[src/rtl/apb_master_bridge.sv]
// apb_master_bridge: turns a valid/ready command stream into zero-wait-state
// APB transfers (SETUP then ACCESS, no PREADY) and returns completions on a
// buffered valid/ready response stream. A command is only accepted when the
// response FIFO has a free slot reserved for it, so the FIFO cannot overflow.
module apb_master_bridge #(
  parameter int ADDR_WIDTH = 16,
  parameter int RSP_DEPTH  = 2
) (
  input  logic                  apb_pclk,
  input  logic                  rst,
  input  logic                  cmd_valid,
  output logic                  cmd_ready,
  input  logic                  cmd_write,
  input  logic [ADDR_WIDTH-1:0] cmd_addr,
  input  logic [31:0]           cmd_wdata,
  output logic                  rsp_valid,
  input  logic                  rsp_ready,
  output logic                  rsp_write,
  output logic [31:0]           rsp_rdata,
  output logic [31:0]           xfer_count,
  output logic [31:0]           apb_paddr,
  output logic                  apb_psel,
  output logic                  apb_penable,
  output logic                  apb_pwrite,
  output logic [31:0]           apb_pwdata,
  input  logic [31:0]           apb_prdata
);

  localparam int PTR_W = (RSP_DEPTH > 1) ? $clog2(RSP_DEPTH) : 1;
  localparam int CNT_W = $clog2(RSP_DEPTH + 1);

  localparam logic [PTR_W-1:0] LAST_PTR  = PTR_W'(RSP_DEPTH - 1);
  localparam logic [CNT_W:0]   DEPTH_LIM = (CNT_W + 1)'(RSP_DEPTH);

  localparam logic [1:0] ST_IDLE   = 2'd0;
  localparam logic [1:0] ST_SETUP  = 2'd1;
  localparam logic [1:0] ST_ACCESS = 2'd2;

  logic [1:0]       state_r;
  logic [1:0]       state_nx_s;
  logic             psel_r;
  logic             penable_r;
  logic             pwrite_r;
  logic [31:0]      paddr_r;
  logic [31:0]      pwdata_r;
  logic [31:0]      xfer_count_r;
  logic [CNT_W-1:0] count_r;
  logic [CNT_W-1:0] count_nx_s;
  logic             rsp_valid_r;
  logic [PTR_W-1:0] rd_ptr_r;
  logic [PTR_W-1:0] wr_ptr_r;
  logic             fifo_write_r [RSP_DEPTH];
  logic [31:0]      fifo_rdata_r [RSP_DEPTH];
  logic             accept_s;
  logic             push_s;
  logic             pop_s;
  logic             cmd_ready_s;
  logic [CNT_W:0]   occupancy_s;

  // Reservation check: FIFO entries plus the one in flight, less any pop now.
  always_comb begin
    occupancy_s = (CNT_W + 1)'(count_r);
    if (state_r != ST_IDLE) begin
      occupancy_s = occupancy_s + (CNT_W + 1)'(1);
    end else begin
      occupancy_s = occupancy_s;
    end
    if (pop_s) begin
      occupancy_s = occupancy_s - (CNT_W + 1)'(1);
    end else begin
      occupancy_s = occupancy_s;
    end
    if (rst) begin
      cmd_ready_s = 1'b0;
    end else if (((state_r == ST_IDLE) || (state_r == ST_ACCESS)) && (occupancy_s < DEPTH_LIM)) begin
      cmd_ready_s = 1'b1;
    end else begin
      cmd_ready_s = 1'b0;
    end
  end

  assign accept_s = cmd_valid && cmd_ready_s;
  assign push_s   = (state_r == ST_ACCESS);
  assign pop_s    = rsp_valid_r && rsp_ready;

  // Next FSM state: every transfer is exactly SETUP + ACCESS.
  always_comb begin
    state_nx_s = ST_IDLE;
    case (state_r)
      ST_IDLE:   state_nx_s = accept_s ? ST_SETUP : ST_IDLE;
      ST_SETUP:  state_nx_s = ST_ACCESS;
      ST_ACCESS: state_nx_s = accept_s ? ST_SETUP : ST_IDLE;
      default:   state_nx_s = ST_IDLE;
    endcase
  end

  // Next FIFO occupancy; a simultaneous push and pop cancels out.
  always_comb begin
    count_nx_s = count_r;
    if (push_s && !pop_s) begin
      count_nx_s = count_r + CNT_W'(1);
    end else if (pop_s && !push_s) begin
      count_nx_s = count_r - CNT_W'(1);
    end else begin
      count_nx_s = count_r;
    end
  end

  // FSM, APB control strobes and the transfer counter.
  always_ff @(posedge apb_pclk) begin
    if (rst) begin
      state_r      <= ST_IDLE;
      psel_r       <= 1'b0;
      penable_r    <= 1'b0;
      xfer_count_r <= 32'd0;
    end else begin
      state_r   <= state_nx_s;
      psel_r    <= (state_nx_s != ST_IDLE);
      penable_r <= (state_nx_s == ST_ACCESS);
      if (push_s) begin
        xfer_count_r <= xfer_count_r + 32'd1;
      end
    end
  end

  // Address/direction/data captured at accept and held until the next one.
  always_ff @(posedge apb_pclk) begin
    if (rst) begin
      paddr_r  <= 32'd0;
      pwrite_r <= 1'b0;
      pwdata_r <= 32'd0;
    end else if (accept_s) begin
      paddr_r  <= 32'(cmd_addr);
      pwrite_r <= cmd_write;
      pwdata_r <= cmd_wdata;
    end
  end

  // Response FIFO: pushed at the edge ending ACCESS, popped by the consumer.
  always_ff @(posedge apb_pclk) begin
    if (rst) begin
      count_r     <= '0;
      rsp_valid_r <= 1'b0;
      rd_ptr_r    <= '0;
      wr_ptr_r    <= '0;
      for (int i = 0; i < RSP_DEPTH; i++) begin
        fifo_write_r[i] <= 1'b0;
        fifo_rdata_r[i] <= 32'd0;
      end
    end else begin
      count_r     <= count_nx_s;
      rsp_valid_r <= (count_nx_s != '0);
      if (push_s) begin
        fifo_write_r[wr_ptr_r] <= pwrite_r;
        fifo_rdata_r[wr_ptr_r] <= pwrite_r ? 32'd0 : apb_prdata;
        wr_ptr_r <= (wr_ptr_r == LAST_PTR) ? '0 : wr_ptr_r + PTR_W'(1);
      end
      if (pop_s) begin
        rd_ptr_r <= (rd_ptr_r == LAST_PTR) ? '0 : rd_ptr_r + PTR_W'(1);
      end
    end
  end

  assign cmd_ready   = cmd_ready_s;
  assign rsp_valid   = rsp_valid_r;
  assign rsp_write   = fifo_write_r[rd_ptr_r];
  assign rsp_rdata   = fifo_rdata_r[rd_ptr_r];
  assign xfer_count  = xfer_count_r;
  assign apb_paddr   = paddr_r;
  assign apb_psel    = psel_r;
  assign apb_penable = penable_r;
  assign apb_pwrite  = pwrite_r;
  assign apb_pwdata  = pwdata_r;

endmodule

[config.mk]
export PLATFORM = sky130hd
export DESIGN_NAME = apb_master_bridge
export DESIGN_NICKNAME = d
export VERILOG_FILES = /design/src/rtl/apb_master_bridge.sv
export SDC_FILE = /design/constraint.sdc
export NUM_CORES = 1
export LEC_CHECK = 0
export CORE_ASPECT_RATIO = 0.7
export CORE_MARGIN = 10
export CORE_UTILIZATION = 42
export CTS_CLUSTER_SIZE = 8
export DETAILED_ROUTE_END_ITERATION = 10
export PLACE_DENSITY = 0.81
export SLEW_MARGIN = 10
export SYNTH_ARGS = -nofsm -noshare
export SYNTH_HDL_FRONTEND = slang
export SYNTH_SLANG_ARGS = --single-unit
export TNS_END_PERCENT = 20
[constraint.sdc]
create_clock -name apb_pclk -period 2.8 [get_ports apb_pclk]
set_input_delay 0.56 -clock apb_pclk [delete_from_list [all_inputs] [get_ports apb_pclk]]
set_output_delay 0.56 -clock apb_pclk [all_outputs]
set_load 0.1 [all_outputs]
# Word level (Yosys, flattened, before mapping)

Memory sizes are Yosys's and may differ from the RTL's. A register that Yosys moved wholly into a read port is not among the register bits.
Cells that the tools add are included.

Flip-flop bits (word level): 90
Bits in writable memories: 66
Input port bits: 85
Output and inout bits: 134
Word-level logic and storage cells: 65
Memories: 2

Add/subtract/negate cells: 7
$lt $le $gt $ge: 1
Equal/unequal tests: 3
Mux-type cells: 26
Reductions and logical operators: 15

Memories:

| memory       | depth | bits a word | rd ports | clocked after Yosys merged registers in | wr ports | line | source |
|---|---|---|---|---|---|---|---|
| fifo_rdata_r | 2     | 32          | 1        | 1                                       | 2        | 53   | `logic [31:0] fifo_rdata_r [RSP_DEPTH];` |
| fifo_write_r | 2     | 1           | 1        | 1                                       | 2        | 52   | `logic fifo_write_r [RSP_DEPTH];` |

Operator list:

| cell                                               | count |
|---|---|
| two-way mux 32 bit                                 | 2 |
| adder 32 x 1 -> 32 bit, second input constant      | 1 |
| OR reduction 32 bit                                | 1 |
| two-way mux 1 bit                                  | 19 |
| two-way mux 3 bit                                  | 2 |
| nonzero test 2 bit                                 | 3 |
| logical AND 1 bit                                  | 5 |
| == test 2 bit, second input constant               | 2 |
| two-way mux 2 bit                                  | 2 |
| case mux 2 bit (2 select lines)                    | 1 |
| adder 2 x 1 -> 3 bit, second input constant        | 1 |
| < comparator 3 x 2 -> 1 bit, second input constant | 1 |
| subtractor 3 x 1 -> 3 bit, second input constant   | 1 |
| adder 1 bit, second input constant                 | 2 |
| adder 2 x 1 -> 2 bit, second input constant        | 1 |
| == test 2 x 1 -> 1 bit, second input constant      | 1 |
| logical NOT 1 bit                                  | 2 |
| logical NOT 2 bit                                  | 1 |
| OR reduction 2 bit                                 | 1 |
| subtractor 2 x 1 -> 2 bit, second input constant   | 1 |
| logical OR 1 bit                                   | 1 |
| OR reduction 1 bit                                 | 1 |

# Longest topological paths before layout

Depth in word-level cells: 12
Gate-level depth with buffers: 10
Mapped depth without buffers: 9

# Worst setup path before layout

OpenSTA, ideal clock, no wires.

Path type: flip-flop to output port
From: register state_r[1]
To: output port cmd_ready
Data arrival time: 4.091 ns
Required time: 2.240 ns
Slack: -1.851 ns
Stages on the path, launching flop included: 9
Buffers on the path: 1
Path through: dfxtp_1 buf_2 o21a_1 nor2_1 ha_1 nand3_1 o31ai_4 nand2_1 nor3_1

Cells in the longest elaborated chain, start to end: 8
Elaborated cells on any way between the ends: 11
Classes of those cells: add/sub: 1; order compare: 1; eq/ne: 1; mux: 4; reduce/logical: 4

RTL lines:

| element                     | line | source |
|---|---|---|
| start, declared             | 39   | `logic [1:0] state_r;` |
| start signal, assigned      | 117  | `state_r <= state_nx_s;` |
| nonzero test 2 bit          | 63   | `if (state_r != ST_IDLE) begin` |
| two-way mux 3 bit           | 63   |  |
| subtractor 3 x 1 -> 3 bit   | 69   | `occupancy_s = occupancy_s - (CNT_W + 1)'(1);` |
| two-way mux 3 bit           | 68   | `if (pop_s) begin` |
| < comparator 3 x 2 -> 1 bit | 75   | `end else if (((state_r == ST_IDLE) \|\| (state_r == ST_ACCESS)) && (occupancy_s < DEPTH_LIM)) begin` |
| logical AND 1 bit *         | 75   |  |
| two-way mux 1 bit *         | 75   |  |
| two-way mux 1 bit *         | 73   | `if (rst) begin` |
| end, declared               | 12   | `output logic cmd_ready,` |

Mark *: on every way between the ends. The rest lies on a longest branch, timed or not.

# Worst setup path in the final report

From: register count_r[1]
To: output port cmd_ready

Cells in the longest elaborated chain, start to end: 8

RTL lines:

| element                       | line | source |
|---|---|---|
| start, declared               | 47   | `logic [CNT_W-1:0] count_r;` |
| start signal, assigned        | 151  | `count_r <= count_nx_s;` |
| adder 2 x 1 -> 3 bit          | 64   | `occupancy_s = occupancy_s + (CNT_W + 1)'(1);` |
| two-way mux 3 bit *           | 63   |  |
| subtractor 3 x 1 -> 3 bit     | 69   |  |
| two-way mux 3 bit *           | 68   |  |
| < comparator 3 x 2 -> 1 bit * | 75   |  |
| logical AND 1 bit *           | 75   |  |
| two-way mux 1 bit *           | 75   |  |
| two-way mux 1 bit *           | 73   |  |

Marked as above.

==> impl_metrics.ini <==
[clocking]
cts_tree = built
clk_latency_ps = 420
ctsHtreeMaxLevel = 4
clk_pin_slew_ps = 60
cts.sinks = 156
numCtsBuffers = 17
ctsHoldBuffers = 0
clockBufferDepth = 2
clock-root-buffer = clkbuf_16

[critical_path]
cp_data_required_time_ps = 2240
critPathTopFamily = adder cells
crit_end = cmd_ready
critPathLaunch = count_r[1]
r2r-end = apb_paddr[7]
critical_path_class = reg2out
r2r-start = count_r[1]
crit_slowest_cell = dfxtp_4
worstRegToRegCells = 10
crit_path_max_incr_delay_ps = 360
path_max_fanout = 4
cp-end-kind = output port
path_cells = ha_4 > o21a_1 > nor2_2 > ha_1 > nand3_2 > o31ai_4 > nand2_2 > nor3_4 > buf_12
crit_arrival_ps = 2190
path_buf_inv = 1
rrSetupSlack_ps = 460
crit_cells = 9
startpoint_type = flop

[die]
die_x_um = 173
die_y_um = 127
rows = 39
ios = 219
core_area_um2 = 16200
fp.dieArea_um2 = 22000
initial_utilization_pct = 42.5

[pwr]
leakagePower_nw = 4.10
power_mw = 9.58
ir_drop_mv = 0.722
pwr_density_cell_nw_per_um2 = 968

[global_route]
grt_use_total_pct = 16.2
grt_pass1_wl_um = 28700
antenna_found_initial = 0
grt_max_degree = 50
gr-total-overflow = 0
grt_pass1_vias = 5346

[yosys]
yosysSeqAreaShare_pct = 55.0
ys_ff_latch = 156
syn_area_per_cell_um2 = 11.1
synthArstFlopShare_pct = 0
postSynthCellCount = 621
synth_top_area_cell = edfxtp_1
synth_most_common_cell = nor2_1
yosys.cell_types.count = 49
synth_top_area_share_pct = 28.8
synthFlopType = dfxtp_1
synth_area_leaders = edfxtp_1 (29%), dfxtp_1 (26%), mux2_2 (11%)
netlist_area_um2 = 6880
synth_edf_count = 66
synth.top_cells.by_count = nor2_1 (95), dfxtp_1 (90), mux2_2 (67)
yosys_warnings = 0

[route]
post_drt_via_cell_ratio = 4.86
drt-initial-drc-count = 290
firstDrtPassIters = 4
ant_nets = 0
via_count = 5132
totalWireLength_um = 18200
wl_per_cell_um = 17.2
drc = 0

[finish]
fill_cells = 1328
final_area_um2 = 9900
area_growth_syn_to_layout_pct = 43.9
fin_util_pct = 61.1
final_nets = 905
ff_latch_area_um2 = 3790
drive_above_1_share_pct = 31.4
final-instance-count-excl-fill = 1056
multi_input_area_um2 = 2890

[timing]
timing.final.hold_violations = 0
fin_ws_ps = 49.1
min_period_ps = 2750
slew_viol_final = 0
period_share_pct = 98.2
fmax_ghz = 0.364
fin_skew_ps = 13.9
holdWs_ps = 499
grt_setup_unrepaired = true
finalSetupTns_ps = 0
setup_viol = 0

[placed_design]
dp.final_hpwl_um = 12800
place.gp.congestion = 0.753
dp.cells = 1019
placed_area_um2 = 9200
dp_slack_ps = 267
port_buffers = 202

[run_status]
status = completed

[hold_path]
hp-class = reg2reg

[run]
maxCapViolations = 0
==> flip-flops by register name, summed over array words and instances, names as in the netlist, named ones only <==
register	flops
count_r	2
state_r	2
apb_psel	1
fifo_rdata_r	64
xfer_count	32
apb_pwdata	32
wr_ptr_r	1
rsp_valid	1
rd_ptr_r	1
apb_paddr	16
fifo_write_r	2
apb_pwrite	1
==> layout by cell type, fill, tap and decap left out, drive strengths merged, types with 12 or more instances in the layout <==
cell type / count
buf: 134
nor2: 95
mux2: 91
dfxtp: 90
clkdlybuf4s50: 83
edfxtp: 66
nor2b: 58
nand2: 45
clkbuf: 17
conb: 16
nand3: 15
inv: 14
a21oi: 12
==> how the worst min path moves through the flow <==
stage | end | slack (ps) | cells past startpoint | startpoint
global placement | apb_pwrite | 480 | 2 | apb_pwrite
detailed placement | apb_pwrite | 480 | 2 | apb_pwrite
CTS | apb_pwrite | 490 | 2 | apb_pwrite
floorplan | flop | 480 | 2 | rd_ptr_r
finish | apb_pwrite | 500 | 2 | apb_pwrite
global route | apb_pwrite | 510 | 2 | apb_pwrite
==> layout make-up <==
class	instances	share of cell area (%)
Sequential cell	156	38.3
Multi-Input combinational cell	419	29.2
Timing Repair Buffer	217	23.1
Clock buffer	17	4.30
Tap cell	225	2.84
Clock inverter	15	2.00
Inverter	6	0.228
Antenna cell	1	0.0253
==> repair_timing <==
| item | CTS | global route |
|---|---|---|
| pin swaps | 4 | 2 |
| resized for setup | 5 | 6 |
| endpoints found under the setup margin | 1 | 1 |
| buffers inserted | 3 | 1 |
==> report_power, final <==
part	leakage, nW	switching (mW)	internal [mW]	total [mW]
sequential	1.42	0.156	2.67	2.82
combinational	2.37	3.02	1.31	4.32
clock	0.305	0.998	1.44	2.44
==> cells by family (layout without fill, tap and decap cells) <==
family                     after synthesis  in the layout  synth area share [%]
muxes                                   91             91                  15.4
DFF                                    156            156                  55.0
other                                    1             17                0.0545
buffers and inverters                   61            255                  4.60
AOI/OAI and AO/OA                       29             29                  2.69
adders and majority gates                4              4                 0.691
and+or+nand+nor                        263            263                  19.3
xor gates and xnor gates                16             16                  2.24
==> worst min-delay path: stages (launching register included) <==
cell and delay (ps):
dfxtp_1 320, clkinv_1 70, o31ai_1 70
==> layer usage <==
layer  GRT usage, %  vias to the layer above  wire (um)
li1               -                     2498          -
met1           19.6                     2448       7760
met2           24.8                      175       8280
met3           8.65                       11       1980
met4           4.50                        0        186
met5              0                        -          0
Power figures use the tool's default switching activity.
